--- src/rtl/eoc_read_ctrl.sv ---
// eoc_read_ctrl: read sequencer at the far end of the end-of-column token chain.
// Waits for a settled token, strobes Read once per hit, captures the ORed
// column address/data into a one-word output register (valid/ready), and
// drives the free-running BCID bus.
// Optional build macro EOC_READ_GRAY_BCID_EN: Bcid carries a registered Gray
// code of the internal counter instead of plain binary.
module eoc_read_ctrl #(
    parameter int READ_HI_CYC = 2,
    parameter int READ_LO_CYC = 2,
    parameter int SETTLE_CYC  = 3,
    parameter int NCOL_ADDR_W = 6,
    parameter int DATA_W      = 21
) (
    input  logic                          CLK,
    input  logic                          RST,
    input  logic                          Enable,
    input  logic                          Token,
    output logic                          Read,
    input  logic [NCOL_ADDR_W-1:0]        ColAddr,
    input  logic [DATA_W-1:0]             ColData,
    output logic [5:0]                    Bcid,
    output logic [NCOL_ADDR_W+DATA_W-1:0] DataOut,
    output logic                          DataValid,
    input  logic                          DataReady,
    output logic                          Busy,
    output logic [7:0]                    EmptyReadCnt
);

    typedef enum logic [1:0] {
        IDLE    = 2'd0,
        READ_HI = 2'd1,
        READ_LO = 2'd2,
        STALL   = 2'd3
    } state_t;

    localparam logic [3:0] HI_LAST    = 4'(READ_HI_CYC - 1);
    localparam logic [3:0] LO_LAST    = 4'(READ_LO_CYC - 1);
    localparam logic [3:0] SETTLE_MAX = 4'(SETTLE_CYC);

    state_t     state;
    state_t     next_state;
    logic [3:0] settle_cnt;
    logic [3:0] phase_cnt;
    logic [5:0] bcid_bin;
    logic       tok_en;
    logic       out_free;
    logic       capture;
    logic       empty_word;

    // Next-state decode; a new read is only launched when the output word is free
    always_comb begin
        next_state = state;
        capture    = 1'b0;
        tok_en     = Enable & Token;
        out_free   = ~DataValid | DataReady;
        empty_word = (ColAddr == '0) && (ColData == '0);
        case (state)
            IDLE: begin
                if (tok_en && (settle_cnt == SETTLE_MAX) && out_free) begin
                    next_state = READ_HI;
                end
            end
            READ_HI: begin
                if (phase_cnt == HI_LAST) begin
                    capture    = 1'b1;
                    next_state = Enable ? READ_LO : IDLE;
                end
            end
            READ_LO: begin
                if (phase_cnt == LO_LAST) begin
                    if (!tok_en) begin
                        next_state = IDLE;
                    end else if (out_free) begin
                        next_state = READ_HI;
                    end else begin
                        next_state = STALL;
                    end
                end
            end
            STALL: begin
                if (DataReady) begin
                    next_state = tok_en ? READ_HI : IDLE;
                end
            end
            default: next_state = IDLE;
        endcase
    end

    // State, phase/settle counters and the registered Read strobe
    always_ff @(posedge CLK) begin
        if (RST) begin
            state      <= IDLE;
            phase_cnt  <= 4'd0;
            settle_cnt <= 4'd0;
            Read       <= 1'b0;
        end else begin
            state <= next_state;
            Read  <= (next_state == READ_HI);
            if ((next_state != state) || (state == IDLE) || (state == STALL)) begin
                phase_cnt <= 4'd0;
            end else begin
                phase_cnt <= phase_cnt + 4'd1;
            end
            if ((state == IDLE) && (next_state == IDLE) && tok_en) begin
                if (settle_cnt != SETTLE_MAX) begin
                    settle_cnt <= settle_cnt + 4'd1;
                end
            end else begin
                settle_cnt <= 4'd0;
            end
        end
    end

    // One-word output register with valid/ready handshake and empty-read counter
    always_ff @(posedge CLK) begin
        if (RST) begin
            DataOut      <= '0;
            DataValid    <= 1'b0;
            EmptyReadCnt <= 8'd0;
        end else begin
            if (capture) begin
                DataOut   <= {ColAddr, ColData};
                DataValid <= 1'b1;
                if (empty_word && (EmptyReadCnt != 8'hFF)) begin
                    EmptyReadCnt <= EmptyReadCnt + 8'd1;
                end
            end else if (DataValid && DataReady) begin
                DataValid <= 1'b0;
            end
        end
    end

    // Free-running BCID counter, independent of Enable
    always_ff @(posedge CLK) begin
        if (RST) begin
            bcid_bin <= 6'd0;
        end else begin
            bcid_bin <= bcid_bin + 6'd1;
        end
    end

`ifdef EOC_READ_GRAY_BCID_EN
    logic [5:0] bcid_gray;
    logic [5:0] bcid_next;

    assign bcid_next = bcid_bin + 6'd1;

    // Registered Gray copy kept in step with the binary counter
    always_ff @(posedge CLK) begin
        if (RST) begin
            bcid_gray <= 6'd0;
        end else begin
            bcid_gray <= bcid_next ^ (bcid_next >> 1);
        end
    end

    assign Bcid = bcid_gray;
`else
    assign Bcid = bcid_bin;
`endif

    assign Busy = (state != IDLE);

endmodule

--- config.mk ---
export PLATFORM = sky130hd
export DESIGN_NAME = eoc_read_ctrl
export DESIGN_NICKNAME = d
export VERILOG_FILES = /design/src/rtl/eoc_read_ctrl.sv
export SDC_FILE = /design/constraint.sdc
export NUM_CORES = 1
export LEC_CHECK = 0
export CAP_MARGIN = 20
export CORE_ASPECT_RATIO = 0.9
export CORE_UTILIZATION = 48
export CTS_CLUSTER_SIZE = 30
export DETAILED_ROUTE_END_ITERATION = 10
export PLACE_DENSITY = 0.89
export SKIP_CTS_REPAIR_TIMING = 1
export SLEW_MARGIN = 40
export SYNTH_ARGS = -nofsm -noshare
export SYNTH_HDL_FRONTEND = slang
export SYNTH_SLANG_ARGS = --single-unit
--- constraint.sdc ---
create_clock -name CLK -period 6.8 [get_ports CLK]
set_clock_uncertainty 0.2 [all_clocks]
set_input_delay 0.68 -clock CLK [delete_from_list [all_inputs] [get_ports CLK]]
set_output_delay 0.68 -clock CLK [all_outputs]
set_load 0.05 [all_outputs]
==> results.sh <==
export IMPL_outcome="finished clean"
export IMPL_crit_type="input port to flip-flop"
export IMPL_dp_hpwl_um=3590
export IMPL_synth_top_area_share_pct=49.4
export IMPL_peakVddDrop_v=0.000144
export IMPL_layoutNonFillerInstCount=391
export IMPL_grtUsageTotal_pct=22.0
export IMPL_dieArea_mm2=0.00475
export IMPL_tightest_slew_ns=0.651
export IMPL_rsz0062_at_grt="false"
export IMPL_ys_seq_area_share_pct=49.4
export IMPL_synth_area_leaders="dfxtp_1 (49%), nand2_1 (11%), a21oi_1 (8.2%)"
export IMPL_synthMuxAreaShare_pct=0.466
export IMPL_grt_max_degree=47
export IMPL_cp_num_buf_inv=1
export IMPL_gp_congestion=0.877
export IMPL_postRouteAntennaNets=0
export IMPL_drcViolationCount=0
export IMPL_max_freq_ghz=0.340
export IMPL_hold_depth=2
export IMPL_cp_arrival_ns=2.98
export IMPL_yosys_warnings=0
export IMPL_synthCells=260
export IMPL_period_minus_slack_ns=2.94
export IMPL_cts_tree="yes"
export IMPL_drt_pre_antenna_iters=4
export IMPL_drt_total_wl_um=4980
export IMPL_avgSynthCellArea_um2=8.26
export IMPL_synth_seq_cells=53
export IMPL_leakage_nw=1.02
export IMPL_cts_root_buffer="clkbuf_8"
export IMPL_relSlewSlack_pct=56.5
export IMPL_critPathMaxFanout=4
export IMPL_clk_latency_ns=0.30
export IMPL_die_x_um=72.5
export IMPL_dp_cells=383
export IMPL_row_count=22
export IMPL_synth_top_family_by_area="simple AND/OR/NAND/NOR gates"
export IMPL_grt_pass1_wl_um=8120
export IMPL_grt_pass1_vias=1842
export IMPL_endpoint_kind="flip-flop"
export IMPL_dr_first_iter_drc_count=99
export IMPL_multiInputGateArea_mm2=0.00102
export IMPL_cts_sinks=53
export IMPL_synth_edff_count=0
export IMPL_seq_area_mm2=0.00106
export IMPL_synthAdderAreaFrac_pct=2.91
export IMPL_yosys_area_share_simple_pct=27.3
export IMPL_cp_top_family="simple AND/OR/NAND/NOR gates"
export IMPL_io_buffer_count=75
export IMPL_clk_pin_slew_ns=0.09
export IMPL_start_kind="input port"
export IMPL_placed_cell_area_mm2=0.00293
export IMPL_period_share_pct=43.2
export IMPL_crit_chain="clkdlybuf4s50_1, nor4_1, nand4_1, nor4_1, or4b_1, a21oi_1"
export IMPL_h_tree_depth=2
export IMPL_core_area_mm2=0.00418
export IMPL_netlist_area_mm2=0.00215
export IMPL_final_setup_viol_count=0
export IMPL_cap_violations=0
export IMPL_overflow=0
export IMPL_critical_path_slowest_cell="nor4_1"
export IMPL_pin_count=76
export IMPL_start_util_pct=51.3
export IMPL_ys_top_cells_by_count="nand2_1 (64), dfxtp_1 (53), a21oi_1 (35), nor2_1 (19), nand3_1 (10)"
export IMPL_hold_viol_final=0
export IMPL_synth_cell_types=37
export IMPL_vias=2021
export IMPL_worstPathRequired_ns=6.84
export IMPL_final_area_mm2=0.00305
export IMPL_yosys_area_top_type="dfxtp_1"
export IMPL_finalSetupTns_ns=0
export IMPL_antenna_found_initial=0
export IMPL_p_per_area_mw_per_mm2=187
export IMPL_fin_nets=367
export IMPL_numCtsBuffers=5
export IMPL_hold_path_class="flip-flop to flip-flop"
export IMPL_drive_gt1_share_pct=4.23
export IMPL_syn_to_final_growth_pct=41.9
export IMPL_die_h_um=65.5
export IMPL_slowest_delay_ns=0.56
export IMPL_ys_flop_type="dfxtp_1"
export IMPL_fill_cells=330
export IMPL_synth_compound_area_share_pct=12.6
export IMPL_yosysMostFrequentCell="nand2_1"
export IMPL_wl_per_cell_um=12.7
export IMPL_vias_per_cell=5.17
export IMPL_slew_violations=0
export IMPL_syn_nets=297
export IMPL_synth_xor_area_share_pct=4.08
export IMPL_antenna_cells=0
export IMPL_rr_worst_depth=6
export IMPL_async_flop_share_pct=0
export IMPL_cts_buffer_depth=2
export IMPL_worst_path_stages=6
export IMPL_crit_top_cell="nor4_1"
==> stage by stage <==
step | total power [W] | setup slack [ns] | utilization [%] | hold WS [ns]
2_1_floorplan | 0.000335 | 4.34 | - | 0.234
3_3_place_gp | 0.000360 | 3.67 | 70.0 | 0.241
3_5_place_dp | 0.000360 | 3.59 | 70.1 | 0.246
4_1_cts | 0.000574 | 3.91 | 72.9 | 0.259
5_1_grt | 0.000590 | 3.70 | 72.9 | 0.275
6_report | 0.000569 | 3.86 | 72.9 | 0.257
==> report_power, final <==
group          switching (W)  internal (W)
sequential        0.00000180      0.000312
combinational      0.0000180     0.0000216
clock              0.0000957      0.000120
==> path summary, 6_finish.rpt <==
| kind | slack [ns] | endpoint | start |
|---|---|---|---|
| max | 3.86 | EmptyReadCnt[5] | ColData[14] |
| min | 0.26 | DataOut[4] | DataOut[4] |
| max reg2reg | 3.96 | EmptyReadCnt[5] | phase_cnt[0] |
| min reg2reg | 0.26 | DataOut[4] | DataOut[4] |
==> layer usage <==
layer	track usage (%)	part of all wire [%]	up-vias
li1	-	-	1023
met1	28.1	47	920
met2	35.9	46	69
met3	4.91	5.5	9
met4	9.56	2.0	0
met5	0	0	-
==> cells by family after synthesis <==
kind of cell / after synthesis
AO/OA/AOI/OAI: 49
XOR/XNOR: 10
adder cells (fa/ha/maj): 5
buffers and inverters: 18
flip-flops: 53
multiplexers: 1
AND/OR/NAND/NOR: 124
==> flip-flops by register name, summed over array words and instances (netlist names) <==
| signal | cells |
|---|---|
| Read | 1 |
| EmptyReadCnt | 8 |
| Bcid | 6 |
| state | 2 |
| DataOut | 27 |
| phase_cnt | 4 |
| DataValid | 1 |
| settle_cnt | 4 |
==> placed cells by master (no fill, tap or decap), types with 2 or more instances in the layout <==
master           instances
a21oi_1                 35
nand4_1                  4
o21ai_0                  6
or3_1                    2
nand3b_1                 3
nor2b_1                  3
and3_1                   2
inv_1                    5
nor4_1                   6
clkbuf_8                 6
a31oi_1                  2
nand2_1                 63
ha_1                     5
clkdlybuf4s50_1         75
nand2b_1                 2
xor2_1                   6
nand3_1                 10
dfxtp_1                 53
nor2_1                  19
xnor2_1                  4
==> area by class of cell <==
cell class | instances | area share [%]
well taps | 60 | 2.46
clock buffers | 7 | 2.83
repair buffers | 76 | 24.9
inverters | 5 | 0.616
clock inverters | 1 | 0.985
flip-flops and latches | 53 | 34.8
multi-input cells | 189 | 33.4
==> worst register-to-register path: cells and delay by family, from the launching register on <==
family                     cells  cell delay [ns]
AOI/OAI and AO/OA              1             0.14
and+or+nand+nor                4             1.89
DFF                            1             0.38
adders and majority gates      1             0.16
No activity file was read; power rests on OpenSTA's default activity.
